File: src/rtl/pipe_sched_if.sv
// Requester, pipeline and status signals of the two-requester pipeline scheduler.
interface pipe_sched_if #(
  parameter int N = 10
);
  logic         r0_valid, r1_valid;
  logic         r0_ready, r1_ready;
  logic [N-1:0] r0_a, r0_b, r0_c, r0_d;
  logic [N-1:0] r1_a, r1_b, r1_c, r1_d;
  logic         hold;
  logic [N-1:0] p_a, p_b, p_c, p_d;
  logic [N-1:0] p_f;
  logic         res0_valid, res1_valid;
  logic [N-1:0] res_data;
  logic         busy;
  logic [7:0]   issue_cnt0, issue_cnt1;

  // Environment side: requesters plus the shared pipeline.
  modport master (
    output r0_valid, r1_valid, r0_a, r0_b, r0_c, r0_d,
           r1_a, r1_b, r1_c, r1_d, hold, p_f,
    input  r0_ready, r1_ready, p_a, p_b, p_c, p_d,
           res0_valid, res1_valid, res_data, busy, issue_cnt0, issue_cnt1
  );

  modport slave (
    input  r0_valid, r1_valid, r0_a, r0_b, r0_c, r0_d,
           r1_a, r1_b, r1_c, r1_d, hold, p_f,
    output r0_ready, r1_ready, p_a, p_b, p_c, p_d,
           res0_valid, res1_valid, res_data, busy, issue_cnt0, issue_cnt1
  );
endinterface

File: src/rtl/pipe_sched.sv
// Round-robin scheduler sharing one fixed-latency pipeline between two requesters;
// a tag shift register tracks which requester owns each in-flight result.
module pipe_sched #(
  parameter int N   = 10,
  parameter int LAT = 3
) (
  input  logic         clk,
  input  logic         rst,
  pipe_sched_if.slave  bus
);

  typedef enum logic {
    REQ0 = 1'b0,
    REQ1 = 1'b1
  } req_e;

  req_e         r_ptr;
  logic [N-1:0] r_p_a, r_p_b, r_p_c, r_p_d;
  logic [LAT:0] r_tag_v;
  logic [LAT:0] r_tag_id;
  logic [7:0]   r_cnt0, r_cnt1;

  req_e         w_gnt;
  logic         w_issue_ok;
  logic         w_r0_ready, w_r1_ready;
  logic         w_xfer0, w_xfer1, w_xfer;

  always_comb begin
    w_gnt = REQ0;
    if (bus.r0_valid && bus.r1_valid) w_gnt = r_ptr;
    else if (bus.r1_valid)            w_gnt = REQ1;
  end

  assign w_issue_ok = !rst && !bus.hold;
  assign w_r0_ready = w_issue_ok && bus.r0_valid && (w_gnt == REQ0);
  assign w_r1_ready = w_issue_ok && bus.r1_valid && (w_gnt == REQ1);
  assign w_xfer0    = w_r0_ready && bus.r0_valid;
  assign w_xfer1    = w_r1_ready && bus.r1_valid;
  assign w_xfer     = w_xfer0 || w_xfer1;

  always_ff @(posedge clk) begin
    if (rst) begin
      r_p_a    <= '0;
      r_p_b    <= '0;
      r_p_c    <= '0;
      r_p_d    <= '0;
      r_tag_v  <= '0;
      r_tag_id <= '0;
      r_ptr    <= REQ0;
      r_cnt0   <= '0;
      r_cnt1   <= '0;
    end else begin
      // Tags never stall: one slot per edge, matching the pipeline's fixed latency.
      r_tag_v  <= {r_tag_v[LAT-1:0], w_xfer};
      r_tag_id <= {r_tag_id[LAT-1:0], w_xfer1};
      if (w_xfer0) begin
        r_p_a  <= bus.r0_a;
        r_p_b  <= bus.r0_b;
        r_p_c  <= bus.r0_c;
        r_p_d  <= bus.r0_d;
        r_ptr  <= REQ1;
        r_cnt0 <= r_cnt0 + 8'd1;
      end else if (w_xfer1) begin
        r_p_a  <= bus.r1_a;
        r_p_b  <= bus.r1_b;
        r_p_c  <= bus.r1_c;
        r_p_d  <= bus.r1_d;
        r_ptr  <= REQ0;
        r_cnt1 <= r_cnt1 + 8'd1;
      end
    end
  end

  assign bus.r0_ready   = w_r0_ready;
  assign bus.r1_ready   = w_r1_ready;
  assign bus.p_a        = r_p_a;
  assign bus.p_b        = r_p_b;
  assign bus.p_c        = r_p_c;
  assign bus.p_d        = r_p_d;
  assign bus.res0_valid = r_tag_v[LAT] && !r_tag_id[LAT];
  assign bus.res1_valid = r_tag_v[LAT] &&  r_tag_id[LAT];
  assign bus.res_data   = bus.p_f;
  assign bus.busy       = |r_tag_v;
  assign bus.issue_cnt0 = r_cnt0;
  assign bus.issue_cnt1 = r_cnt1;

endmodule

File: src/flat_wrapper.sv
// flat-port wrapper written by rule: the top's interface ports become plain ports
module pipe_sched_flat 
#(
  parameter int N   = 10,
  parameter int LAT = 3
)
  (clk, rst, bus_r0_valid, bus_r1_valid, bus_r0_a, bus_r0_b, bus_r0_c, bus_r0_d, bus_r1_a, bus_r1_b, bus_r1_c, bus_r1_d, bus_hold, bus_p_f, bus_r0_ready, bus_r1_ready, bus_p_a, bus_p_b, bus_p_c, bus_p_d, bus_res0_valid, bus_res1_valid, bus_res_data, bus_busy, bus_issue_cnt0, bus_issue_cnt1);
  pipe_sched_if #(.N(N)) bus_i ();
  input  logic clk;
  input  logic rst;
  input wire logic [$bits(bus_i.r0_valid)-1:0] bus_r0_valid;
  input wire logic [$bits(bus_i.r1_valid)-1:0] bus_r1_valid;
  input wire logic [$bits(bus_i.r0_a)-1:0] bus_r0_a;
  input wire logic [$bits(bus_i.r0_b)-1:0] bus_r0_b;
  input wire logic [$bits(bus_i.r0_c)-1:0] bus_r0_c;
  input wire logic [$bits(bus_i.r0_d)-1:0] bus_r0_d;
  input wire logic [$bits(bus_i.r1_a)-1:0] bus_r1_a;
  input wire logic [$bits(bus_i.r1_b)-1:0] bus_r1_b;
  input wire logic [$bits(bus_i.r1_c)-1:0] bus_r1_c;
  input wire logic [$bits(bus_i.r1_d)-1:0] bus_r1_d;
  input wire logic [$bits(bus_i.hold)-1:0] bus_hold;
  input wire logic [$bits(bus_i.p_f)-1:0] bus_p_f;
  output wire logic [$bits(bus_i.r0_ready)-1:0] bus_r0_ready;
  output wire logic [$bits(bus_i.r1_ready)-1:0] bus_r1_ready;
  output wire logic [$bits(bus_i.p_a)-1:0] bus_p_a;
  output wire logic [$bits(bus_i.p_b)-1:0] bus_p_b;
  output wire logic [$bits(bus_i.p_c)-1:0] bus_p_c;
  output wire logic [$bits(bus_i.p_d)-1:0] bus_p_d;
  output wire logic [$bits(bus_i.res0_valid)-1:0] bus_res0_valid;
  output wire logic [$bits(bus_i.res1_valid)-1:0] bus_res1_valid;
  output wire logic [$bits(bus_i.res_data)-1:0] bus_res_data;
  output wire logic [$bits(bus_i.busy)-1:0] bus_busy;
  output wire logic [$bits(bus_i.issue_cnt0)-1:0] bus_issue_cnt0;
  output wire logic [$bits(bus_i.issue_cnt1)-1:0] bus_issue_cnt1;
  assign bus_i.r0_valid = bus_r0_valid;
  assign bus_i.r1_valid = bus_r1_valid;
  assign bus_i.r0_a = bus_r0_a;
  assign bus_i.r0_b = bus_r0_b;
  assign bus_i.r0_c = bus_r0_c;
  assign bus_i.r0_d = bus_r0_d;
  assign bus_i.r1_a = bus_r1_a;
  assign bus_i.r1_b = bus_r1_b;
  assign bus_i.r1_c = bus_r1_c;
  assign bus_i.r1_d = bus_r1_d;
  assign bus_i.hold = bus_hold;
  assign bus_i.p_f = bus_p_f;
  assign bus_r0_ready = bus_i.r0_ready;
  assign bus_r1_ready = bus_i.r1_ready;
  assign bus_p_a = bus_i.p_a;
  assign bus_p_b = bus_i.p_b;
  assign bus_p_c = bus_i.p_c;
  assign bus_p_d = bus_i.p_d;
  assign bus_res0_valid = bus_i.res0_valid;
  assign bus_res1_valid = bus_i.res1_valid;
  assign bus_res_data = bus_i.res_data;
  assign bus_busy = bus_i.busy;
  assign bus_issue_cnt0 = bus_i.issue_cnt0;
  assign bus_issue_cnt1 = bus_i.issue_cnt1;
  pipe_sched #(.N(N), .LAT(LAT)) u_core (.clk(clk), .rst(rst), .bus(bus_i));
endmodule
File: config.mk
export PLATFORM = sky130hd
export DESIGN_NAME = pipe_sched_flat
export DESIGN_NICKNAME = d
export VERILOG_FILES = /design/src/rtl/pipe_sched_if.sv /design/src/rtl/pipe_sched.sv /design/src/flat_wrapper.sv
export SDC_FILE = /design/constraint.sdc
export NUM_CORES = 1
export LEC_CHECK = 0
export BUFFER_PORTS_ARGS = -buffer_cell sky130_fd_sc_hd__buf_4
export CORE_ASPECT_RATIO = 1.2
export CORE_UTILIZATION = 40
export DETAILED_ROUTE_END_ITERATION = 12
export PLACE_DENSITY = 0.77
export REMOVE_ABC_BUFFERS = 1
export SLEW_MARGIN = 25
export SYNTH_ARGS = -nofsm -noshare
export SYNTH_HDL_FRONTEND = slang
export SYNTH_SLANG_ARGS = --single-unit
File: constraint.sdc
create_clock -name clk -period 1.45 [get_ports clk]
set_input_delay 0.145 -clock clk [delete_from_list [all_inputs] [get_ports clk]]
set_output_delay 0.145 -clock clk [all_outputs]
set_load 0.05 [all_outputs]
==> impl_metrics.env <==
export IMPL_min_period_ns=1.52
export IMPL_rsz0062_at_grt="true"
export IMPL_grt_pass1_wl_mm=12.9
export IMPL_drc=0
export IMPL_cts_sinks=65
export IMPL_worst_clock_skew_ns=0.0118
export IMPL_num_vias=2990
export IMPL_holdBufCountCts=0
export IMPL_initial_core_util_pct=42.0
export IMPL_ys_flop_type="dfxtp_1"
export IMPL_most_common_layout_cells="165 x buf_4, 86 x nand2_1, 62 x dfxtp_1, 54 x nor2_1, 25 x a311oi_1"
export IMPL_place_hpwl_mm=5.81
export IMPL_max_freq_ghz=0.657
export IMPL_worst_pin_slew_ns=0.383
export IMPL_drive_gt1_share_pct=44.3
export IMPL_cap_violations=0
export IMPL_io_buffers=145
export IMPL_hold_ws_ns=0.0803
export IMPL_io_pins=166
export IMPL_seqCellArea_sq_mm=0.00131
export IMPL_rrSetupSlack_ns=-0.02
export IMPL_grt_start_max_net_pins=47
export IMPL_ys_warn_count=0
export IMPL_max_slew_margin_pct=74.4
export IMPL_vias_per_cell=5.10
export IMPL_syn_area_sq_mm=0.00289
export IMPL_nFillCells=597
export IMPL_grt_overflow=0
export IMPL_synthDistinctLibCells=35
export IMPL_syn_inst=347
export IMPL_async_flop_share_pct=0
export IMPL_grt_total_usage_pct=21.7
export IMPL_cts_max_level=3
export IMPL_drt_wl_total_mm=8.19
export IMPL_path_clk_slew_ns=0.08
export IMPL_clk_latency_ns=0.33
export IMPL_ctsLongestPathBuffers=2
export IMPL_dp_cells=562
export IMPL_reg2reg_depth=6
export IMPL_violations="setup timing"
export IMPL_die_w_um=79.6
export IMPL_first_global_vias=2861
export IMPL_mostFrequentLayoutCell="buf_4"
export IMPL_avgRoutedWirePerCell_um=14.0
export IMPL_cp_arrival_ns=1.38
export IMPL_finalCritPeriodShare_pct=105
export IMPL_fin_area_sq_mm=0.00452
export IMPL_hold_violations=0
export IMPL_final_core_util_pct=65.6
export IMPL_finalNetCount=591
export IMPL_multi_input_area_sq_mm=0.00148
export IMPL_finalSetupViolations=6
export IMPL_min_path_type="input pin to flip-flop"
export IMPL_status="complete, but fails checks"
export IMPL_die_area_sq_mm=0.00758
export IMPL_row_count=33
export IMPL_finalMaxSlewViolations=0
export IMPL_tritoncts="done"
export IMPL_final_cells=586
export IMPL_finalWorstSetupSlack_ns=-0.0712
export IMPL_hold_depth=3
export IMPL_place_area_sq_mm=0.00406
export IMPL_core_sq_mm=0.00690
export IMPL_root_buffer="clkbuf_8"
export IMPL_synth_edf_count=0
export IMPL_drt_iter0_markers=72
export IMPL_diodes=0
export IMPL_leakagePower_uw=0.00198
export IMPL_required_ns=1.31
export IMPL_die_h_um=95.2
export IMPL_critPathMaxFanout=5
export IMPL_avgSynthCellArea_sq_um=8.34
export IMPL_antenna_found_initial=0
export IMPL_seq_area_frac_synth_pct=45.0
export IMPL_worstSetupStartpointType="flip-flop"
export IMPL_setup_tns_ns=-0.165
export IMPL_cts_buffers=9
export IMPL_ir_drop_mv=0.555
export IMPL_power_density_mw_per_mm2=1010
export IMPL_critPathKind="flip-flop to output pin"
export IMPL_ys_seq_elements=65
export IMPL_synthToLayoutAreaGrowth_pct=56.3
export IMPL_gp_congestion=0.877
export IMPL_drt_pass1_iter_count=4
export IMPL_end_kind="output pin"
export IMPL_ant_nets=0
cell type report:
cell class	instances	area share, %
timing repair buffer	173	30.8
clock inverter	7	2.10
multi-input combinational	242	32.7
tap	87	2.41
clock buffer	9	2.74
inverter	3	0.360
sequential	65	28.9
Yosys cell counts (2+ instances only):
cell,count,area (sq um)
xor2_1,4,35.0
buf_1,2,7.51
and2_1,2,12.5
or4_1,2,15.0
ha_1,2,25.0
buf_6,5,56.3
inv_1,2,7.51
and3_1,2,12.5
buf_4,11,82.6
nand2b_1,3,18.8
dfxtp_1,65,1300
a311oi_2,4,60.1
nand3_1,3,15.0
a311oi_1,37,324
nand2_1,86,323
nor4_1,2,12.5
xnor2_1,7,61.3
nor2b_1,8,50.1
clkbuf_1,12,45.0
nor2_1,54,203
buf_2,7,35.0
nand4_1,8,50.1
o21ai_0,3,15.0
a21oi_1,4,20.0
nor3_1,2,10.0
kinds of logic after synthesis:
| kind of cell | synth area share, % |
|---|---|
| AOI/OAI and AO/OA | 15.4 |
| and+or+nand+nor | 27.1 |
| adders and majority gates | 0.865 |
| xor gates and xnor gates | 3.33 |
| DFF | 45.0 |
| buffers and inverters | 8.30 |
routing by layer:
metal  vias to the layer above  routed length (um)  GRT usage (%)
li1                       1478                   -              -
met4                         0                 141           9.09
met2                       116                4090           37.4
met1                      1385                3390           25.8
met5                         -                   0              0
met3                        11                 571           4.78
path summary, 6_finish.rpt:
kind | from | to
hold reg to reg | u_core.r_tag_id[2]$_SDFF_PP0_ | u_core.r_tag_id[3]$_SDFF_PP0_
hold / removal | bus_r0_c[7] | u_core.bus.p_c[7]$_SDFFE_PP0P_
setup reg to reg | u_core.r_ptr$_SDFFE_PP0P_ | u_core.bus.p_c[4]$_SDFFE_PP0P_
setup / recovery | u_core.r_ptr$_SDFFE_PP0P_ | bus_r0_ready
metrics by stage:
step | setup WS, ns | power, uW
final | -0.0712 | 4570
after CTS | -0.138 | 4590
after detailed placement | -0.0282 | 2890
after global placement | 0.0280 | 2870
after global routing | -0.126 | 4790
after floorplan | -0.403 | 2450
worst max-delay path, stage by stage (launching register included):
cell	delay, ns
dfxtp_2	0.34
a211oi_4	0.28
nand2_4	0.10
inv_6	0.08
buf_12	0.11
buf_12	0.13
timing repair:
| item | 4_1_cts | 5_1_grt |
|---|---|---|
| setup buffers | 6 | 2 |
| cloned | 1 | 0 |
| gates resized for setup | 16 | 19 |
| endpoints found under the setup margin | 24 | 48 |
| pin swaps | 18 | 15 |
power breakdown:
| group | leakage, uW | total [uW] | internal, uW | switching, uW |
|---|---|---|---|---|
| registers | 0.000533 | 1920 | 1870 | 46.8 |
| logic | 0.00134 | 999 | 418 | 580 |
| clock network | 0.000109 | 1660 | 967 | 693 |
registers in the layout (all words and copies together) (netlist names):
signal / cells
u_core.r_tag_v: 4
u_core.bus.p_d: 10
u_core.bus.issue_cnt0: 8
u_core.bus.issue_cnt1: 8
u_core.bus.p_a: 10
u_core.bus.p_c: 10
u_core.r_tag_id: 4
u_core.bus.p_b: 10
u_core.r_ptr: 1
Power figures use the tool's default switching activity.
